<file path="config.mk">
export PLATFORM = sky130hd
export DESIGN_NAME = gsim_host
export DESIGN_NICKNAME = d
export VERILOG_FILES = /design/src/rtl/gsim_host.sv
export SDC_FILE = /design/constraint.sdc
export NUM_CORES = 1
export LEC_CHECK = 0
export CORE_MARGIN = 2
export CORE_UTILIZATION = 50
export CTS_BUF_LIST = sky130_fd_sc_hd__clkbuf_8
export CTS_CLUSTER_SIZE = 10
export DETAILED_ROUTE_END_ITERATION = 7
export MAX_ROUTING_LAYER = met4
export PLACE_DENSITY_LB_ADDON = 0.08
export SLEW_MARGIN = 5
export SYNTH_ARGS = -nofsm -noshare
export SYNTH_HDL_FRONTEND = slang
export SYNTH_SLANG_ARGS = --single-unit
</file>
<file path="constraint.sdc">
create_clock -name clk -period 3.25 [get_ports clk]
set_clock_uncertainty 0.15 [all_clocks]
set_input_delay 0.65 -clock clk [delete_from_list [all_inputs] [get_ports clk]]
set_output_delay 0.65 -clock clk [all_outputs]
set_load 0.005 [all_outputs]
</file>
<file path="src/rtl/gsim_host.sv">
// Host sequencer for a 16-unknown solver: buffers b, streams it out, collects the 16 results.
// Optional WAIT-phase abort when GSIM_HOST_TIMEOUT_EN is defined.
module gsim_host #(
  parameter int unsigned TIMEOUT_CYCLES = 4096
) (
  input  logic        clk,
  input  logic        reset,
  input  logic        ld_en,
  input  logic [3:0]  ld_addr,
  input  logic [15:0] ld_data,
  input  logic        start,
  output logic        busy,
  output logic        done,
  output logic        in_en,
  output logic [15:0] b_in,
  input  logic        out_valid,
  input  logic [31:0] x_out,
  input  logic [3:0]  rd_addr,
  output logic [31:0] rd_data
`ifdef GSIM_HOST_TIMEOUT_EN
  ,
  output logic        timeout
`endif
);

  typedef enum logic [1:0] {StIdle, StSend, StWait, StDone} state_e;

  state_e      state_q, state_d;
  logic [3:0]  cnt_q, cnt_d;
  logic [3:0]  idx_q, idx_d;
  logic [15:0] b_q [16];
  logic [31:0] res_q [16];
  logic [31:0] rd_data_q;
  logic        b_we;
  logic        res_we;

`ifdef GSIM_HOST_TIMEOUT_EN
  localparam int unsigned WaitW = $clog2(TIMEOUT_CYCLES + 1);

  logic [WaitW-1:0] wait_cnt_q, wait_cnt_d;
  logic             timeout_q, timeout_d;

  assign timeout = timeout_q;
`else
  // Parameter only matters for the timeout build.
  logic unused_timeout_cfg;
  assign unused_timeout_cfg = ^TIMEOUT_CYCLES;
`endif

  always_comb begin
    state_d = state_q;
    cnt_d   = cnt_q;
    idx_d   = idx_q;
    b_we    = 1'b0;
    res_we  = 1'b0;
`ifdef GSIM_HOST_TIMEOUT_EN
    wait_cnt_d = wait_cnt_q;
    timeout_d  = timeout_q;
`endif
    case (state_q)
      StIdle: begin
        // Load is applied on the same edge that accepts start, so the new value is sent.
        b_we = ld_en;
        if (start) begin
          state_d = StSend;
          cnt_d   = 4'd0;
`ifdef GSIM_HOST_TIMEOUT_EN
          timeout_d = 1'b0;
`endif
        end
      end
      StSend: begin
        cnt_d = cnt_q + 4'd1;
        if (cnt_q == 4'd15) begin
          state_d = StWait;
          idx_d   = 4'd0;
`ifdef GSIM_HOST_TIMEOUT_EN
          wait_cnt_d = '0;
`endif
        end
      end
      StWait: begin
        if (out_valid) begin
          res_we = 1'b1;
          idx_d  = idx_q + 4'd1;
          if (idx_q == 4'd15) state_d = StDone;
        end
`ifdef GSIM_HOST_TIMEOUT_EN
        wait_cnt_d = wait_cnt_q + 1'b1;
        // A final capture landing on the last allowed cycle still counts as success.
        if (!(out_valid && idx_q == 4'd15) && wait_cnt_q == WaitW'(TIMEOUT_CYCLES - 1)) begin
          state_d   = StDone;
          timeout_d = 1'b1;
        end
`endif
      end
      StDone:  state_d = StIdle;
      default: state_d = StIdle;
    endcase
  end

  assign busy    = (state_q == StSend) || (state_q == StWait);
  assign done    = (state_q == StDone);
  assign in_en   = (state_q == StSend);
  assign b_in    = in_en ? b_q[cnt_q] : 16'd0;
  assign rd_data = rd_data_q;

  always_ff @(posedge clk) begin
    if (reset) begin
      state_q   <= StIdle;
      cnt_q     <= 4'd0;
      idx_q     <= 4'd0;
      rd_data_q <= 32'd0;
      for (int i = 0; i < 16; i++) begin
        b_q[i]   <= 16'd0;
        res_q[i] <= 32'd0;
      end
`ifdef GSIM_HOST_TIMEOUT_EN
      wait_cnt_q <= '0;
      timeout_q  <= 1'b0;
`endif
    end else begin
      state_q   <= state_d;
      cnt_q     <= cnt_d;
      idx_q     <= idx_d;
      rd_data_q <= res_q[rd_addr];
      if (b_we)   b_q[ld_addr] <= ld_data;
      if (res_we) res_q[idx_q] <= x_out;
`ifdef GSIM_HOST_TIMEOUT_EN
      wait_cnt_q <= wait_cnt_d;
      timeout_q  <= timeout_d;
`endif
    end
  end

endmodule

</file>
==> Word level (Yosys, flattened, before mapping) <==
Memories as Yosys holds them, arrays and structs flattened. A register that Yosys moved wholly into a read port is not among the register bits.
Index checks and enable logic that the tools add are counted.
{ "word_totals": {"output_inout_bits": 51, "regBits": 10, "input_bits": 61, "n_memories": 2, "wordCells": 55, "ramBits": 768} }
{ "classes": {"n_eq_ne": 9, "muxes": 30, "n_reduce_logical": 9, "add_sub_neg": 2} }
{ "mem_list": {"columns": ["name", "words", "width", "read_ports", "rd_ports_with_merged_regs", "wr", "line_no", "text"], "rows": [
  ["res_q", 16, 32, 1, 1, 16, "32", "logic [31:0] res_q [16];"],
  ["b_q", 16, 16, 1, 1, 16, "31", "logic [15:0] b_q [16];"]
]} }
{ "op_table": {"columns": ["cell", "count"], "rows": [
  ["two-way mux 16 bit", 2],
  ["two-way mux 32 bit", 1],
  ["OR reduction 32 bit", 1],
  ["two-way mux 4 bit", 7],
  ["one-hot mux 4 bit (2 select lines)", 2],
  ["OR reduction 16 bit", 1],
  ["two-way mux 1 bit", 13],
  ["adder 4 x 1 -> 4 bit, second input constant", 2],
  ["== test 4 bit, second input constant", 2],
  ["two-way mux 2 bit", 4],
  ["one-hot mux 2 bit (4 select lines)", 1],
  ["!= test 2 bit, second input constant", 3],
  ["== test 2 bit, second input constant", 2],
  ["AND reduction 4 bit", 1],
  ["nonzero test 2 bit", 2],
  ["AND reduction 3 bit", 1],
  ["== test 2 x 1 -> 1 bit, second input constant", 1],
  ["zero test 2 bit", 1],
  ["!= test 2 x 1 -> 1 bit, second input constant", 1],
  ["AND reduction 2 bit", 1],
  ["logical OR 1 bit", 1]
]} }

==> Logic depth before layout (Yosys ltp) <==
Gate-level depths: netlist of the first run.
{ "depth": {"ltp_word": 7, "mapped_depth": 7, "ltp_nobuf": 6} }

==> Least setup slack after synthesis of the first run <==
No wires, ideal clock.
{ "synth_timing": {"kind": "input-to-reg", "start": "in reset", "end": "mem res_q[10][0], enable pin", "arrival_time_ps": 1906, "path_buffers": 1, "required_ps": 2725, "setup_time_ps": 375, "slack_ps": 819, "cell_stages": 5, "cell_sequence": "buf_2 > and3b_2 > nand2_2 > nor2_1 > or2_2"} }
{ "synth_rtl": {"columns": ["item", "line_no", "text"], "rows": [
  ["start: declaration", "7", "input logic reset,"],
  ["end: declaration", "32", null]
]} }

==> results of run 1 <==
synthesized netlist by cell type (all sizes together), types with 2 or more instances:
cell / number
a211oi: 2
mux2i: 365
inv: 7
a21oi: 8
o32ai: 3
nand3: 81
o211ai: 2
mux4: 10
nand4: 5
and2: 771
nor2b: 8
dfxtp: 46
o21ai: 18
edfxtp: 768
buf: 52
a22oi: 182
nand2b: 15
or2: 32
nand2: 65
nor3: 9
clkbuf: 159
ha: 11
nor2: 34
area by class of cell:
cell class | instances | area, um2 | area share (%)
flip-flops and latches | 814 | 23990 | 56.02
multi-input cells | 1631 | 12290 | 28.71
clock inverters | 107 | 471.7 | 1.101
clock buffers | 152 | 2092 | 4.884
well taps | 959 | 1200 | 2.802
diodes | 5 | 12.51 | 0.02921
repair buffers | 259 | 2741 | 6.401
inverters | 7 | 26.28 | 0.06135
cell usage in the layout (no fill, tap or decap), types with 18 or more instances in the layout:
cell,n
a22oi_1,170
buf_4,101
dfxtp_1,43
or2_2,32
clkbuf_8,152
and2_1,770
edfxtp_1,768
nand2_1,61
clkinv_1,18
clkdlybuf4s50_1,93
mux2i_1,339
inv_1,78
buf_12,33
nand3_1,76
final timing paths:
check,from,end,slack (ns),depth (start not counted)
max,flip-flop,b_in[15],-0.12,7
min,cnt_q[0],flip-flop,0.35,2
max reg2reg,state_q[0],b_q[8][8],0.78,6
min reg2reg,cnt_q[0],flip-flop,0.35,2
worst register-to-register path: cells and delay by family, from the launching register on:
family	cells	cell delay, ns
buffers and inverters	1	0.12
adder cells (fa/ha/maj)	1	0.40
AND/OR/NAND/NOR	4	1.08
flip-flops	1	0.34
registers in the layout, summed over array words and instances, names as in the netlist, named ones only:
name     cells
idx_q        4
rd_data     32
b_q        256
cnt_q        4
state_q      2
res_q      512
cell families after synthesis:
group / after synthesis / synth area share [%]
AOI/OAI and AO/OA: 220 / 4.347
adders and majority gates: 11 / 0.3751
buffers and inverters: 218 / 2.615
DFF: 814 / 65.36
muxes: 375 / 10.57
and+or+nand+nor: 1024 / 16.73
repair_timing:
| item | 4_1_cts | 5_1_grt |
|---|---|---|
| setup endpoints to repair | 16 | 16 |
| buffers inserted | 15 | 2 |
| gates cloned | 7 | 0 |
| pin swaps | 29 | 31 |
| gates resized for setup | 148 | 32 |
per-stage QoR:
stage                     hold WS (ns)  power, uW  cell area, um2
after global routing            0.3975      24610           42820
after floorplan                 0.3198      13790           36700
after detailed placement        0.3684      15030           39570
after CTS                       0.3108      23910           42700
after global placement          0.3478      14980           39570
final                           0.3534      23750           42830
where the power goes:
group / leakage (uW) / internal (uW) / switching (uW)
combinational: 0.00667 / 1400 / 1790
sequential: 0.00831 / 11900 / 155
clock: 0.00155 / 4320 / 4170
total: 0.0165 / 17600 / 6110
layer usage:
layer | global-route usage (%) | wire (um) | up-vias
li1 | - | - | 10040
met1 | 34.27 | 40760 | 11210
met2 | 46.31 | 50100 | 695
met3 | 4.224 | 5155 | 207
met4 | 10.44 | 3444 | 0
met5 | - | 0 | -
==> impl_metrics.env, run 1 <==
export IMPL_status="complete, but fails checks"
export IMPL_violations="negative setup slack"
export IMPL_worst_path_buf_inv=4
export IMPL_tightest_slew_ns=0.8447
export IMPL_drcViolationCount=0
export IMPL_htreeDepth=4
export IMPL_ys_async_sr_fraction_pct=0
export IMPL_dp_cells=3649
export IMPL_max_freq_ghz=0.2970
export IMPL_io_pins=112
export IMPL_syn_cell_area_mm2=0.03670
export IMPL_postRouteAntennaNets=0
export IMPL_netlist_top_cells_area="edfxtp_1 63%, and2_1 13%, mux2i_1 10%, a22oi_1 3.7%, dfxtp_1 2.5%"
export IMPL_grt_max_degree=65
export IMPL_crit_top_cell="buf_12"
export IMPL_cts_tree="done"
export IMPL_first_iter_violations=1660
export IMPL_fill_cells=5720
export IMPL_hold_violations=0
export IMPL_ys_seq_elements=814
export IMPL_cts_sinks=814
export IMPL_clock_path_buffers=3
export IMPL_critPathKind="flip-flop to primary output"
export IMPL_slew_violations=0
export IMPL_firstDrtPassIters=5
export IMPL_rows=99
export IMPL_fin_setup_tns_ns=-0.4795
export IMPL_gp_congestion=0.8833
export IMPL_die_w_um=274.9
export IMPL_coreArea_mm2=0.07283
export IMPL_synth_edf_count=768
export IMPL_p_per_area_mw_per_mm2=554.5
export IMPL_antenna_found_initial=7
export IMPL_end_kind="primary output"
export IMPL_yosys_warnings=0
export IMPL_crit_chain="buf_12 > buf_12 > buf_16 > mux4_2 > o211ai_1 > nand2_1 > buf_2"
export IMPL_grt_overflow_total=0
export IMPL_syn_nets=2734
export IMPL_cts_buffers=141
export IMPL_fp_dieH_um=274.9
export IMPL_yosysSeqAreaShare_pct=65.36
export IMPL_cp_top_family="buffers and inverters"
export IMPL_vias=22150
export IMPL_avgSynthCellArea_um2=13.78
export IMPL_drv_cap=0
export IMPL_path_clk_slew_ns=0.06
export IMPL_clockRootBuffer="clkbuf_8"
export IMPL_final_core_util_pct=58.80
export IMPL_grtUsageTotal_pct=27.75
export IMPL_fin_crit_ns=3.367
export IMPL_slowest_stage="mux4_2"
export IMPL_crit_fanout=5
export IMPL_syn_inst=2662
export IMPL_grt_pass1_wl_um=148000
export IMPL_grt_pass1_vias=23140
export IMPL_drive_above_1_share_pct=16.23
export IMPL_cts_hold_buf=0
export IMPL_synth_ff_type="edfxtp_1"
export IMPL_routed_via_density=5.630
export IMPL_routedWlPerCell_um=25.28
export IMPL_crit_arrival_ns=2.57
export IMPL_area_delta_synth_final_pct=16.72
export IMPL_rsz0062_at_grt="true"
export IMPL_synthDistinctLibCells=40
export IMPL_wl_um=99460
export IMPL_fin_cells=3934
export IMPL_dieArea_mm2=0.07557
export IMPL_fin_crit_sh_pct=103.6
export IMPL_leakage_uw=0.01654
export IMPL_nets=2926
export IMPL_pre_cts_ws_ns=-0.06025
export IMPL_irDropWorstVdd_mv=0.3144
export IMPL_clock_latency_ns=0.78
export IMPL_start_util_pct=50.38
export IMPL_setup_violations=12
export IMPL_port_buffers=111
export IMPL_cp_required_ns=2.45
export IMPL_max_stage_delay_ns=0.50
export IMPL_min_path_type="flip-flop to flip-flop"
export IMPL_dp_hpwl_um=58010
export IMPL_synth_area_leader_cell="edfxtp_1"
export IMPL_layout_setup_ws_ns=-0.1168
export IMPL_slew_headroom_pct=43.51
export IMPL_start_kind="flip-flop"
export IMPL_synth_top_area_share_pct=62.85
No activity file was read; power rests on OpenSTA's default activity.
==> run 2: changes to the inputs <==
--- a/config.mk
+++ b/config.mk
@@ -10,8 +10,10 @@
 export CTS_BUF_LIST = sky130_fd_sc_hd__clkbuf_8
 export CTS_CLUSTER_SIZE = 10
 export DETAILED_ROUTE_END_ITERATION = 7
+export HOLD_SLACK_MARGIN = 0.05
 export MAX_ROUTING_LAYER = met4
 export PLACE_DENSITY_LB_ADDON = 0.08
+export SETUP_SLACK_MARGIN = 0.1
 export SLEW_MARGIN = 5
 export SYNTH_ARGS = -nofsm -noshare
 export SYNTH_HDL_FRONTEND = slang
==> run 2 against run 1 <==
- the flow still finishes with violations (negative setup slack)
- highest routed layer unchanged
- first-iteration DRC count down 0.54%
- maximum frequency down 0.58%
- cell count about the same
- sequential power about the same
- setup slack worse by 0.020 ns
- die area unchanged
- critical path depth unchanged
- non-clock buffer count up 3
- via count about the same
- register-to-register slack about the same
- global-route usage about the same
- critical path type unchanged
- count of clock-buffer cells in the layout unchanged
==> impl_metrics.env, run 2 (synthesis gave the netlist of run 1 again) <==
export IMPL_coreArea_mm2=0.07283
export IMPL_port_buffers=111
export IMPL_total_power_uw=23770
export IMPL_gp_congestion=0.8833
export IMPL_rows=99
export IMPL_cts_tree="done"
export IMPL_clock_latency_ns=0.78
export IMPL_fin_area_mm2=0.04287
export IMPL_layout_setup_ws_ns=-0.1363
export IMPL_crit_arrival_ns=2.59
export IMPL_fp_dieH_um=274.9
export IMPL_fin_crit_ns=3.386
export IMPL_fin_cells=3936
export IMPL_cts_sinks=814
export IMPL_final_common_cell="and2_1"
export IMPL_grt_max_degree=65
export IMPL_dpl_instance_area_mm2=0.03957
export IMPL_crit_fanout=5
export IMPL_grt_pass1_vias=23150
export IMPL_cp_required_ns=2.45
export IMPL_clock_path_buffers=3
export IMPL_vias=22150
export IMPL_drive_above_1_share_pct=16.31
export IMPL_grt_overflow_total=0
export IMPL_drv_cap=0
export IMPL_fin_crit_sh_pct=104.2
export IMPL_critPathKind="flip-flop to primary output"
export IMPL_routedWlPerCell_um=25.30
export IMPL_largest_register="res_q"
export IMPL_die_w_um=274.9
export IMPL_hold_violations=0
export IMPL_slew_violations=0
export IMPL_dieArea_mm2=0.07557
export IMPL_wl_um=99600
export IMPL_end_kind="primary output"
export IMPL_final_core_util_pct=58.87
export IMPL_nets=2929
export IMPL_antenna_found_initial=7
export IMPL_final_cell_mix="770 x and2_1, 768 x edfxtp_1, 340 x mux2i_1, 170 x a22oi_1, 152 x clkbuf_8"
export IMPL_routed_via_density=5.628
export IMPL_path_clk_slew_ns=0.06
export IMPL_p_per_area_mw_per_mm2=554.3
export IMPL_tightest_slew_ns=0.8833
export IMPL_fill_cells=5723
export IMPL_grtUsageTotal_pct=27.76
export IMPL_setup_violations=14
export IMPL_io_pins=112
export IMPL_irDropWorstVdd_mv=0.3143
export IMPL_drcViolationCount=0
export IMPL_start_kind="flip-flop"
export IMPL_rsz0062_at_grt="true"
export IMPL_slew_headroom_pct=40.93
export IMPL_cts_hold_buf=0
export IMPL_clockRootBuffer="clkbuf_8"
export IMPL_htreeDepth=4
export IMPL_largest_reg_flops=512
export IMPL_leakage_uw=0.01656
export IMPL_cts_buffers=141
export IMPL_min_path_type="flip-flop to flip-flop"
export IMPL_dp_cells=3649
export IMPL_area_delta_synth_final_pct=16.84
export IMPL_grt_pass1_wl_um=148100
export IMPL_max_freq_ghz=0.2953
export IMPL_violations="negative setup slack"
export IMPL_first_iter_violations=1651
export IMPL_postRouteAntennaNets=0
export IMPL_status="complete, but fails checks"
export IMPL_whs_ns=0.3607
export IMPL_start_util_pct=50.38
export IMPL_firstDrtPassIters=8
export IMPL_dp_hpwl_um=58010
==> run 2: final cells by class <==
cell class	instances	area (um2)	share of cell area, %
Inverter	7	26.28	0.06128
Clock inverter	107	471.7	1.100
Clock buffer	152	2092	4.879
Tap cell	959	1200	2.799
Timing Repair Buffer	262	2795	6.519
Antenna cell	4	10.01	0.02335
Multi-Input combinational cell	1631	12290	28.66
Sequential cell	814	23990	55.96
==> run 2: stage by stage <==
step | setup slack, ns | setup TNS, ns
after floorplan | 0.8189 | 0
after global placement | 0.06540 | 0
after detailed placement | -0.06025 | -0.06025
after CTS | -0.2074 | -2.418
after global routing | -0.1936 | -2.064
final | -0.1363 | -0.4960
==> run 2: power by group <==
group / total [uW] / switching, uW / internal, uW
registers: 12100 / 155 / 11900
clock network: 8480 / 4160 / 4320
logic: 3220 / 1800 / 1430
==> run 2: critical path, cell delays in order, from the launching register on <==
cell,delay [ns]
dfxtp_4,0.38
buf_12,0.11
buf_12,0.13
buf_16,0.14
mux4_2,0.50
o211ai_1,0.21
nand2_1,0.15
buf_2,0.16
==> run 2: repair_timing <==
item	CTS	global route
cloned	7	0
setup endpoints to repair	16	16
endpoints found under the hold margin	0	0
pin swaps	29	33
buffers inserted	15	3
resized for setup	152	34
==> run 2: worst paths after layout <==
path	cells after the start	slack (ns)	startpoint	end
setup / recovery	7	-0.14	flip-flop	b_in[15]
hold / removal	2	0.36	cnt_q[0]	flip-flop
setup reg to reg	6	0.78	state_q[0]	b_q[8][8]
hold reg to reg	2	0.36	cnt_q[0]	flip-flop
==> run 2: metal layers <==
| layer | GRT usage (%) | vias to the layer above | routed length (um) |
|---|---|---|---|
| met5 | - | - | 0 |
| met4 | 10.53 | 0 | 3416 |
| met3 | 4.216 | 207 | 5859 |
| met2 | 46.29 | 750 | 50300 |
| met1 | 34.29 | 11160 | 40030 |
| li1 | - | 10040 | - |
==> run 3: changes to the inputs <==
--- a/config.mk
+++ b/config.mk
@@ -14,7 +14,6 @@
 export MAX_ROUTING_LAYER = met4
 export PLACE_DENSITY_LB_ADDON = 0.08
 export SETUP_SLACK_MARGIN = 0.1
-export SLEW_MARGIN = 5
 export SYNTH_ARGS = -nofsm -noshare
 export SYNTH_HDL_FRONTEND = slang
 export SYNTH_SLANG_ARGS = --single-unit
==> results of run 3 <==
The final DEF is identical to that of run 2; final timing and power are the same.
